<file path="config.mk">
export PLATFORM = sky130hd
export DESIGN_NAME = prog_clk_divider_flat
export DESIGN_NICKNAME = d
export VERILOG_FILES = /design/src/rtl/prog_clk_divider_if.sv /design/src/rtl/prog_clk_divider.sv /design/src/flat_wrapper.sv
export SDC_FILE = /design/constraint.sdc
export NUM_CORES = 1
export LEC_CHECK = 0
export BUFFER_PORTS_ARGS = -buffer_cell sky130_fd_sc_hd__clkbuf_2
export CAP_MARGIN = 20
export CORE_MARGIN = 5
export CORE_UTILIZATION = 45
export CTS_BUF_LIST = sky130_fd_sc_hd__clkbuf_2
export CTS_CLUSTER_DIAMETER = 120
export DETAILED_ROUTE_END_ITERATION = 16
export PLACE_DENSITY = 0.65
export REMOVE_ABC_BUFFERS = 1
export SLEW_MARGIN = 0
export SYNTH_ARGS = -nofsm -noshare
export SYNTH_HDL_FRONTEND = slang
export SYNTH_SLANG_ARGS = --single-unit
</file>
<file path="constraint.sdc">
create_clock -name i_clk_in -period 2.04 [get_ports i_clk_in]
set_input_delay 0.408 -clock i_clk_in [delete_from_list [all_inputs] [get_ports i_clk_in]]
set_output_delay 0.408 -clock i_clk_in [all_outputs]
set_load 0.05 [all_outputs]
</file>
<file path="src/rtl/prog_clk_divider_if.sv">
// Control/status bundle of the programmable clock divider.
// The divider takes the slave view; whatever drives en/div_ratio takes the master view.
interface prog_clk_divider_if #(
    parameter int WIDTH = 8
);
    logic             en;
    logic [WIDTH-1:0] div_ratio;
    logic             clk_out;
    logic             tick;
    logic             busy;
    logic             div_err;

    modport master (
        output en, div_ratio,
        input  clk_out, tick, busy, div_err
    );

    modport slave (
        input  en, div_ratio,
        output clk_out, tick, busy, div_err
    );
endinterface

</file>
<file path="src/rtl/prog_clk_divider.sv">
// Runtime-programmable integer clock divider with 50% duty for even and odd ratios.
// clk_out is the XOR of a rising-edge toggle and two fall toggles (posedge for even N, negedge for odd N).
//
//   state   | meaning
//   --------+---------------------------------------------------------------
//   ST_IDLE | stopped: busy=0, cnt=0, clk_out=0, ratio re-latched every edge
//   ST_RUN  | period in progress: cnt counts 0..div_q-1, boundary at div_q-1
module prog_clk_divider #(
    parameter int WIDTH     = 8,
    parameter int RESET_DIV = 5
) (
    input  logic                i_clk_in,
    input  logic                i_reset,
    prog_clk_divider_if.slave   io_div
);

    localparam logic [WIDTH-1:0] ONE_W       = WIDTH'(1);
    localparam logic [WIDTH-1:0] TWO_W       = WIDTH'(2);
    localparam logic [WIDTH-1:0] RESET_DIV_W = WIDTH'(RESET_DIV);

    typedef enum logic {
        ST_IDLE = 1'b0,
        ST_RUN  = 1'b1
    } state_t;

    state_t           r_state;
    state_t           w_state_nxt;
    logic [WIDTH-1:0] r_cnt;
    logic [WIDTH-1:0] w_cnt_nxt;
    logic [WIDTH-1:0] r_div_q;
    logic [WIDTH-1:0] w_div_q_nxt;
    logic             r_div_err;
    logic             w_div_err_nxt;
    logic             r_tick;
    logic             w_tick_nxt;
    logic             r_rise_t;
    logic             r_fall_p;
    logic             r_fall_n;
    logic             w_rise_en;
    logic             w_fall_p_en;
    logic             w_fall_n_en;
    logic [WIDTH-1:0] w_last;
    logic [WIDTH-1:0] w_half;
    logic [WIDTH-1:0] w_half_up;
    logic             w_at_last;
    logic             w_legal;
    logic [WIDTH-1:0] w_ratio_c;

    assign w_last    = r_div_q - ONE_W;
    assign w_half    = r_div_q >> 1;
    assign w_half_up = w_half + ONE_W;
    assign w_at_last = (r_cnt == w_last);
    assign w_legal   = (io_div.div_ratio >= TWO_W);
    assign w_ratio_c = w_legal ? io_div.div_ratio : TWO_W;

    always_ff @(posedge i_clk_in) begin
        if (i_reset) begin
            r_state   <= ST_IDLE;
            r_cnt     <= '0;
            r_div_q   <= RESET_DIV_W;
            r_div_err <= 1'b0;
            r_tick    <= 1'b0;
            r_rise_t  <= 1'b0;
            r_fall_p  <= 1'b0;
        end else begin
            r_state   <= w_state_nxt;
            r_cnt     <= w_cnt_nxt;
            r_div_q   <= w_div_q_nxt;
            r_div_err <= w_div_err_nxt;
            r_tick    <= w_tick_nxt;
            r_rise_t  <= r_rise_t ^ w_rise_en;
            r_fall_p  <= r_fall_p ^ w_fall_p_en;
        end
    end

    always_comb begin
        w_state_nxt   = r_state;
        w_cnt_nxt     = r_cnt;
        w_div_q_nxt   = r_div_q;
        w_div_err_nxt = r_div_err;
        w_tick_nxt    = 1'b0;
        w_rise_en     = 1'b0;
        w_fall_p_en   = 1'b0;
        case (r_state)
            ST_IDLE: begin
                w_div_q_nxt   = w_ratio_c;
                w_div_err_nxt = !w_legal;
                if (io_div.en) begin
                    w_state_nxt = ST_RUN;
                    w_cnt_nxt   = ONE_W;
                    w_rise_en   = 1'b1;
                end
            end
            ST_RUN: begin
                w_rise_en   = (r_cnt == '0);
                w_fall_p_en = !r_div_q[0] && (r_cnt == w_half);
                // The ratio only moves at the boundary so a period always finishes with its own N.
                if (w_at_last) begin
                    w_div_q_nxt   = w_ratio_c;
                    w_div_err_nxt = !w_legal;
                    w_cnt_nxt     = '0;
                    if (io_div.en) begin
                        w_tick_nxt = 1'b1;
                    end else begin
                        w_state_nxt = ST_IDLE;
                    end
                end else begin
                    w_cnt_nxt = r_cnt + ONE_W;
                end
            end
        endcase
    end

    // Odd N: the fall lands mid-cycle while cnt holds (N+1)/2.
    assign w_fall_n_en = (r_state == ST_RUN) && r_div_q[0] && (r_cnt == w_half_up);

    always_ff @(negedge i_clk_in) begin
        if (i_reset) begin
            r_fall_n <= 1'b0;
        end else begin
            r_fall_n <= r_fall_n ^ w_fall_n_en;
        end
    end

    assign io_div.clk_out = r_rise_t ^ r_fall_p ^ r_fall_n;
    assign io_div.tick    = r_tick;
    assign io_div.busy    = (r_state == ST_RUN);
    assign io_div.div_err = r_div_err;

endmodule

</file>
<file path="src/flat_wrapper.sv">
// flat-port wrapper written by rule: the top's interface ports become plain ports
module prog_clk_divider_flat 
#(
    parameter int WIDTH     = 8,
    parameter int RESET_DIV = 5
)
  (i_clk_in, i_reset, io_div_en, io_div_div_ratio, io_div_clk_out, io_div_tick, io_div_busy, io_div_div_err);
  prog_clk_divider_if #(.WIDTH(WIDTH)) io_div_i ();
  input  logic i_clk_in;
  input  logic i_reset;
  input wire logic [$bits(io_div_i.en)-1:0] io_div_en;
  input wire logic [$bits(io_div_i.div_ratio)-1:0] io_div_div_ratio;
  output wire logic [$bits(io_div_i.clk_out)-1:0] io_div_clk_out;
  output wire logic [$bits(io_div_i.tick)-1:0] io_div_tick;
  output wire logic [$bits(io_div_i.busy)-1:0] io_div_busy;
  output wire logic [$bits(io_div_i.div_err)-1:0] io_div_div_err;
  assign io_div_i.en = io_div_en;
  assign io_div_i.div_ratio = io_div_div_ratio;
  assign io_div_clk_out = io_div_i.clk_out;
  assign io_div_tick = io_div_i.tick;
  assign io_div_busy = io_div_i.busy;
  assign io_div_div_err = io_div_i.div_err;
  prog_clk_divider #(.WIDTH(WIDTH), .RESET_DIV(RESET_DIV)) u_core (.i_clk_in(i_clk_in), .i_reset(i_reset), .io_div(io_div_i));
endmodule
</file>
-- Word-level counts from Yosys, hierarchy flattened
Index checks and enable logic that the tools add are counted.
Widths: inputs -> output; s select.
- bitwise operators: 7
- divide/modulo/power cells: 0
- muxes and demuxes: 13
- multipliers: 0
- equality and inequality tests: 5
- shifts and indexed selects: 0
- $add $sub $neg: 3
- reductions and logical operators: 7
- $lt $le $gt $ge: 1
- operator list (operator ; count):
    $mux 8 ; 4
    $pmux 8 s2 ; 2
    $eq 8x8->1 ; 2
    $add 7x1->8 const B ; 1
    $add 8x1->8 const B ; 1
    $eq 8x7->1 ; 1
    $ge 8x2->1 const B ; 1
    $logic_not 8->1 ; 1
    $sub 8x1->8 const B ; 1
    $pmux 1 s2 ; 3
    $xor 1x1->1 ; 5
    $mux 1 ; 4
    $ne 2x2->1 const B ; 2
    $logic_and 1x1->1 ; 3
    $reduce_or 3->1 ; 1
    $logic_not 1->1 ; 2
    $not 1->1 ; 2
- bits in latches: 0
- memory bits (writable): 0
- bits of input ports: 11
- register bits after elaboration: 22
- memories kept: 0
- memory bits (read-only): 0
- output and inout bits: 4
- word-level logic and storage cells: 44

-- Depth between registers and ports, before layout
Gate-level depths: netlist of the first run.
- depth in word-level cells: 4
- gate-level depth with buffers: 9
- gate-level depth less buffers: 8

==> results of run 1 <==
-- synth_stat cells, drive strengths merged (3+ instances only) --
library cell / instances / area, µm²
ha: 5 / 62.6
mux2i: 8 / 80.1
nand2: 17 / 63.8
o21ai: 5 / 25.0
nor2: 13 / 56.3
nor4b: 3 / 41.3
nor4: 3 / 18.8
a21oi: 7 / 35.0
a31oi: 3 / 18.8
dfxtp: 22 / 440
or2: 3 / 18.8
nand3: 7 / 35.0
nand2b: 13 / 81.3
xor2: 10 / 87.6
inv: 10 / 37.5
clkbuf: 7 / 26.3
xnor2: 15 / 131
nor3: 6 / 30.0
a21o: 3 / 22.5
buf: 8 / 58.8
o211ai: 4 / 45.1
or4: 6 / 56.3
-- power by group --
part           switching (mW)  internal, mW  total, mW
clock                   0.132        0.0544      0.186
combinational           0.191         0.185      0.376
sequential             0.0170         0.454      0.471
-- worst reg2reg max path, cell delays in order, from the launching register on --
cell	delay (ps)
dfxtp_2	370
inv_2	50
ha_4	230
xor2_1	130
or4_4	480
nor2_1	100
or4b_1	440
a21oi_1	140
-- through the flow --
step / setup WS [ps] / TNS (ps)
2_1_floorplan: -1170 / -3270
6_report: -938 / -4930
3_5_place_dp: -1030 / -4790
4_1_cts: -978 / -5450
5_1_grt: -1020 / -7590
3_3_place_gp: -979 / -4270
-- state kept, by name, indices dropped and copies added, names as in the netlist --
signal	count
u_core.r_cnt	8
u_core.r_div_q	8
u_core.io_div.busy	1
u_core.io_div.div_err	1
u_core.io_div.tick	1
u_core.r_fall_n	1
u_core.r_fall_p	1
u_core.r_rise_t	1
-- repair_timing --
action | 4_1_cts | 5_1_grt
pin swaps | 8 | 7
endpoints found under the setup margin | 21 | 21
resized for setup | 7 | 6
hold buffers | 0 | 0
buffers inserted | 2 | 0
-- cell type report --
type / instances / area share
Multi-Input combinational cell: 156 / 0.567
Sequential cell: 22 / 0.210
Timing Repair Buffer: 48 / 0.167
Tap cell: 48 / 0.0285
Inverter: 9 / 0.0160
Clock buffer: 4 / 0.00950
Clock inverter: 1 / 0.00178
-- final timing paths --
kind	endpoint	slack, ps	cells after the start
max	u_core.r_fall_n	-940	7
min	u_core.r_div_q[4]	320	3
max reg2reg	u_core.r_fall_n	-940	7
min reg2reg	u_core.r_fall_n	530	2
-- cells by family after synthesis --
| logic type | Yosys count | share of synthesized area |
|---|---|---|
| and+or+nand+nor | 88 | 0.312 |
| AOI/OAI and AO/OA | 29 | 0.137 |
| xor gates and xnor gates | 25 | 0.128 |
| buffers and inverters | 25 | 0.0718 |
| DFF | 22 | 0.258 |
| muxes | 9 | 0.0557 |
| adders and majority gates | 5 | 0.0367 |
-- layer usage --
metal	track usage	vias up	wire, µm
met1	0.209	702	1750
met2	0.260	30	1790
li1	-	781	-
met5	0	-	0
met3	0.0182	10	124
met4	0.0626	0	96
==> flow_summary_export.csv, run 1 <==
group,metric,value,unit
worst_setup_path,cp-start-kind,"register",
worst_setup_path,crit_chain,"inv_2 > ha_4 > xor2_1 > or4_4 > nor2_1 > or4b_1 > a21oi_1",
job,maxCapViolCount,0,
worst_setup_path,path_max_fanout,2,
sta,drv_slew,0,
routing,dr.pass1.iters,4,
placement,place_area,0.00203,mm²
layout,n_antenna_cell,0,
synthesis,async_flop_share,0,
global_route,grt.total_usage,0.158,
layout,num-nets-final,257,
sta,setup_ws,-938,ps
sta,setup_viol,20,
worst_setup_path,startpoint,"u_core.r_div_q[2]",
die,die_h,71.6,µm
synthesis,synth_edf_count,0,
synthesis,netlist_area,0.00171,mm²
clock_tree,cts_tree,"done",
worst_setup_path,worstPathArrival,2240,ps
layout,seq_area,443,µm²
die,rows,22,
synthesis,yosysSeqAreaShare,0.258,
global_route,grt_first_pass_wirelength,6450,µm
outcome,violations,"negative setup slack",
sta,holdWs,323,ps
synthesis,ys_types,47,
die,dieArea,0.00512,mm²
sta,rsz0062_at_grt,"yes",
worst_setup_path,critPathBufInv,1,
clock_tree,cts_buffer_depth,2,
sta,tightest_slew,415,ps
layout,fin_util,0.576,
routing,routed_wl,3760,µm
worst_setup_path,crit_required,1300,ps
worst_hold_path,hold_class,"input port to register",
placement,port_buffers,14,
clock_tree,numCtsBuffers,3,
clock_tree,clkTransAtPathRegs,180,ps
routing,ant_nets,0,
synthesis,synth-main-ff-cell,"dfxtp_1",
power,p_leak,0.859,nW
worst_setup_path,cp_slowest_stage_delay,480,ps
synthesis,yosysWarnings,0,
power,power,1.03,mW
routing,via_per_inst,5.29,
worst_hold_path,hp-start,"io_div_div_ratio[4]",
clock_tree,cts_root_buf,"clkbuf_2",
die,core_region_area,0.00366,mm²
routing,detail_route.wl_per_cell,13.1,µm
synthesis,ys_ff_latch,22,
layout,fillerInstances,329,
synthesis,synth.avg_cell_area,8.41,µm²
routing,num_vias,1523,
die,initial_utilization,0.466,
placement,dpl.hpwl,2960,µm
layout,final_cell_mix,"buf_4, dfxtp_1, clkbuf_2",
worst_setup_path,reg2reg_from,"u_core.r_div_q[2]",
clock_tree,clkSinkCount,22,
layout,finalInstanceArea,0.00211,mm²
synthesis,syn_inst,203,
sta,maxSlewHeadroom,0.720,
power,peakVddDrop,0.407,mV
die,die_w,71.6,µm
power,power_density,490,mW/mm²
layout,stdcell_count,288,
layout,mostFrequentLayoutCell,"buf_4",
clock_tree,clk_latency,350,ps
worst_setup_path,endpoint_kind,"register",
placement,post-place-cells,283,
layout,synthToLayoutAreaGrowth,23.5,%
sta,fin_skew,45.1,ps
global_route,grt_start_max_net_pins,26,
die,ioPinCount,15,
global_route,grt_overflow,0,
worst_setup_path,path_class,"register to register",
layout,drive_gt1_frac,0.338,
sta,hold_viol_final,0,
worst_setup_path,crit_family,"simple AND/OR/NAND/NOR gates",
global_route,grt_pass1_vias,1465,
outcome,outcome,"finished with violations",
routing,drc_errors,0,
placement,finalWeightedCongestion,0.810,
layout,multi_input_area,0.00119,mm²
worst_setup_path,slowest_stage,"or4_4",
routing,drt_iter0_drc,59,
global_route,antenna_found_initial,0,
clock_tree,htreeDepth,1,
Note: power is estimated with default switching activity, not from simulation.
==> run 2: changes to the inputs <==
REMOVE_ABC_BUFFERS = not set   (was 1)
==> flow_summary_export.csv, run 2 (same netlist as run 1, synthesis figures left out) <==
group,metric,value,unit
die,die_h,71.6,µm
sta,tightest_slew,435,ps
routing,drt_iter0_drc,57,
placement,finalWeightedCongestion,0.842,
routing,drc_errors,0,
die,initial_utilization,0.466,
worst_setup_path,crit_required,1330,ps
placement,dpl.hpwl,3140,µm
power,p_leak,0.872,nW
worst_setup_path,rr_worst_depth,7,
global_route,grt_first_pass_wirelength,6530,µm
worst_setup_path,path_max_fanout,2,
clock_tree,cts_root_buf,"clkbuf_2",
outcome,violations,"negative setup slack",
synthesis,synthesis.nets,219,
routing,via_per_inst,5.19,
placement,port_buffers,14,
worst_setup_path,reg2reg_from,"u_core.r_div_q[2]",
clock_tree,hold_buffers,0,
sta,drv_slew,0,
worst_setup_path,crit_path_end,"u_core.r_fall_n",
layout,fin_util,0.587,
clock_tree,post-cts-setup-buffers,0,
die,rows,22,
global_route,grt.total_usage,0.156,
sta,finalSetupTns,-5080,ps
power,power,1.05,mW
layout,synthToLayoutAreaGrowth,26.0,%
worst_setup_path,cp-start-kind,"register",
worst_setup_path,worstPathArrival,2290,ps
clock_tree,numCtsBuffers,3,
global_route,grt_overflow,0,
layout,mostFrequentLayoutCell,"buf_4",
die,ioPinCount,15,
worst_setup_path,startpoint,"u_core.r_div_q[2]",
clock_tree,cts_tree,"done",
worst_hold_path,hold_class,"input port to register",
sta,setup_ws,-968,ps
routing,num_vias,1506,
power,power_density,488,mW/mm²
die,dieArea,0.00512,mm²
routing,routed_wl,3860,µm
power,peakVddDrop,0.527,mV
global_route,grt_pass1_vias,1401,
layout,final_cell_mix,"buf_4, dfxtp_1, nand2_1, clkbuf_2, xnor2_1",
sta,maxSlewHeadroom,0.708,
die,die_w,71.6,µm
outcome,outcome,"finished with violations",
sta,rsz0062_at_grt,"yes",
placement,pre_cts_ws,-994,ps
layout,reg_top3,"u_core.r_cnt: 8 flops, u_core.r_div_q: 8 flops",
layout,n_antenna_cell,0,
routing,ant_nets,0,
worst_setup_path,rrSetupSlack,-970,ps
die,core_region_area,0.00366,mm²
layout,drive_gt1_frac,0.364,
clock_tree,clkSinkCount,22,
clock_tree,clkTransAtPathRegs,220,ps
routing,detail_route.wl_per_cell,13.3,µm
sta,setup_viol,21,
sta,fin_skew,53.6,ps
global_route,antenna_found_initial,0,
worst_setup_path,endpoint_kind,"register",
clock_tree,clk_latency,370,ps
layout,num-nets-final,259,
worst_setup_path,path_class,"register to register",
sta,hold_viol_final,0,
layout,multi_input_area,0.00121,mm²
layout,seq_area,448,µm²
layout,fillerInstances,346,
job,maxCapViolCount,0,
clock_tree,cts_buffer_depth,2,
worst_setup_path,timing.rr.end,"u_core.r_fall_n",
global_route,grt_start_max_net_pins,24,
routing,dr.pass1.iters,4,
layout,finalInstanceArea,0.00215,mm²
placement,place_area,0.00209,mm²
clock_tree,htreeDepth,1,
[run 2: changes by cell type in the layout (fill, tap and decap cells not counted), sizes merged]
cell,before,now
buf,35,37
inv,10,11
clkbuf,17,16
[run 2: per-layer routing]
metal  global-route usage  part of all wire  up-vias
met3               0.0140             0.020        2
met1                0.209              0.47      703
met2                0.277              0.50       18
met5                    0                 0        -
met4               0.0251            0.0054        0
li1                     -                 -      783
[run 2: how the worst min path moves through the flow]
stage / cells past startpoint / startpoint / end
final: 3 / io_div_div_ratio[4] / u_core.r_div_q[4]
after floorplan: 2 / u_core.r_rise_t / u_core.r_rise_t
after global placement: 2 / u_core.r_fall_p / u_core.r_fall_p
after detailed placement: 2 / u_core.r_fall_p / u_core.r_fall_p
after global routing: 3 / io_div_div_ratio[6] / u_core.r_div_q[6]
after CTS: 3 / io_div_div_ratio[4] / u_core.r_div_q[4]
[run 2: final cells by class]
cell class | count | area share
Tap cell | 48 | 0.0279
Clock buffer | 3 | 0.00698
Sequential cell | 22 | 0.208
Clock inverter | 2 | 0.00349
Timing Repair Buffer | 50 | 0.175
Inverter | 9 | 0.0157
Multi-Input combinational cell | 156 | 0.563
[run 2: critical path: stages (launching register included)]
cell and delay [ps]:
dfxtp_4 400, inv_2 40, ha_4 230, xor2_1 140, or4_4 500, nor2_1 90
or4b_4 460, a21oi_2 120
[run 2: where the power goes]
group,internal (mW),switching (mW),total (mW)
combinational,0.197,0.194,0.391
clock,0.0464,0.140,0.187
sequential,0.454,0.0174,0.472
[run 2: per-stage QoR]
step | cells | hold WS, ps
3_5_place_dp | 286 | 537
6_report | 290 | 295
5_1_grt | 290 | 295
4_1_cts | 290 | 285
2_1_floorplan | 203 | 499
3_3_place_gp | 286 | 523
[run 2: repair_timing]
item / in CTS / in global routing
gates resized for setup: 2 / 8
setup endpoints to repair: 21 / 21
pin swaps: 2 / 3
gates cloned: 0 / 0
==> run 3: changes to the inputs <==
CELL_PAD_IN_SITES_DETAIL_PLACEMENT = 1   (was not set)
CELL_PAD_IN_SITES_GLOBAL_PLACEMENT = 2   (was not set)
CORE_UTILIZATION = 34   (was 45)
PLACE_DENSITY = not set   (was 0.65)
PLACE_DENSITY_LB_ADDON = 0.1   (was not set)
==> flow_summary_export.csv, run 3 (same netlist as run 1, synthesis figures left out) <==
group,metric,value,unit
sta,tightest_slew,457,ps
clock_tree,numCtsBuffers,3,
worst_setup_path,reg2reg_from,"u_core.r_div_q[1]",
synthesis,synthesis.nets,219,
worst_setup_path,crit_chain,"inv_2 > ha_4 > xor2_1 > or4_4 > nor2_2 > or4b_4 > a21oi_2",
sta,rsz0062_at_grt,"yes",
layout,multi_input_area,0.00125,mm²
die,rows,25,
clock_tree,clk_latency,410,ps
sta,holdWs,258,ps
sta,setup_ws,-1040,ps
layout,fin_util,0.489,
worst_setup_path,slowest_stage,"or4_4",
sta,fin_skew,55.0,ps
clock_tree,cts_tree,"done",
routing,num_vias,1631,
layout,reg_top3,"u_core.r_cnt: 8 flops, u_core.r_div_q: 8 flops",
power,power,1.25,mW
die,die_h,80.9,µm
layout,final_cell_mix,"buf_4, nand2_1, clkbuf_2",
layout,mostFrequentLayoutCell,"buf_4",
outcome,outcome,"finished with violations",
global_route,antenna_found_initial,0,
routing,drc_errors,0,
worst_setup_path,path_class,"register to register",
worst_hold_path,hp-start,"io_div_div_ratio[4]",
clock_tree,cts_buffer_depth,2,
worst_setup_path,path_max_fanout,2,
sta,drv_slew,0,
die,ioPinCount,15,
layout,stdcell_count,318,
global_route,grt_start_max_net_pins,21,
placement,post-place-cells,304,
power,power_density,535,mW/mm²
routing,detail_route.wl_per_cell,16.8,µm
worst_setup_path,crit_required,1370,ps
layout,fillerInstances,575,
sta,setup_viol,21,
global_route,grt.total_usage,0.180,
placement,pre_cts_ws,-1030,ps
layout,n_antenna_cell,0,
sta,hold_viol_final,0,
worst_setup_path,startpoint,"u_core.r_div_q[1]",
die,core_region_area,0.00479,mm²
worst_setup_path,endpoint_kind,"register",
global_route,grt_first_pass_wirelength,8960,µm
sta,finalSetupTns,-7610,ps
worst_setup_path,cp_slowest_stage_delay,550,ps
worst_hold_path,hold_class,"input port to register",
die,die_w,80.9,µm
placement,finalWeightedCongestion,0.845,
layout,finalInstanceArea,0.00234,mm²
die,dieArea,0.00654,mm²
worst_setup_path,worstPathArrival,2410,ps
clock_tree,cts_root_buf,"clkbuf_2",
clock_tree,clkSinkCount,22,
global_route,grt_overflow,0,
layout,num-nets-final,268,
global_route,grt_pass1_vias,1834,
layout,seq_area,452,µm²
routing,drt_iter0_drc,50,
die,initial_utilization,0.357,
routing,ant_nets,0,
worst_setup_path,cp-start-kind,"register",
placement,dpl.hpwl,4060,µm
job,maxCapViolCount,0,
layout,synthToLayoutAreaGrowth,37.2,%
layout,drive_gt1_frac,0.426,
routing,routed_wl,5340,µm
outcome,violations,"negative setup slack",
routing,via_per_inst,5.13,
placement,port_buffers,14,
clock_tree,hold_buffers,0,
power,peakVddDrop,0.243,mV
routing,dr.pass1.iters,4,
power,p_leak,0.944,nW
clock_tree,clkTransAtPathRegs,250,ps
placement,place_area,0.00211,mm²
clock_tree,htreeDepth,1,
sta,maxSlewHeadroom,0.693,
## run 3: final cells by class
cell class,instances,area share
clock buffers,3,0.00641
flip-flops and latches,22,0.193
inverters,9,0.0155
repair buffers,59,0.202
clock inverters,2,0.0144
multi-input cells,156,0.533
well taps,67,0.0358
## run 3: what timing repair did
| action | in CTS | in global routing |
|---|---|---|
| setup endpoints to repair | 21 | 22 |
| pin swaps | 10 | 12 |
| gates resized for setup | 23 | 12 |
| gates cloned | 1 | 0 |
| setup buffers | 8 | 4 |
## run 3: worst max-delay path, delay by kind of cell, from the launching register on
family | cells | cell delay, ps
buffers and inverters | 1 | 50
xor gates and xnor gates | 1 | 140
DFF | 1 | 400
adders and majority gates | 1 | 230
and+or+nand+nor | 3 | 1100
AOI/OAI and AO/OA | 1 | 130
## run 3: report_power, final
part / internal, mW / switching [mW]
Clock: 0.171 / 0.164
Combinational: 0.224 / 0.217
Sequential: 0.456 / 0.0219
Total: 0.851 / 0.403
## run 3: worst paths after layout
kind,slack [ps],cells after the start,to
setup / recovery,-1040,7,u_core.r_fall_n
hold / removal,260,3,u_core.r_div_q[4]
setup reg to reg,-1040,7,u_core.r_fall_n
hold reg to reg,600,2,u_core.r_fall_p
## run 3: layer usage
metal	GRT usage	routed length, µm	vias up
li1	-	-	797
met1	0.206	2350	799
met2	0.345	2750	26
met3	0.0244	119	9
met4	0.0490	119	0
met5	0	0	-
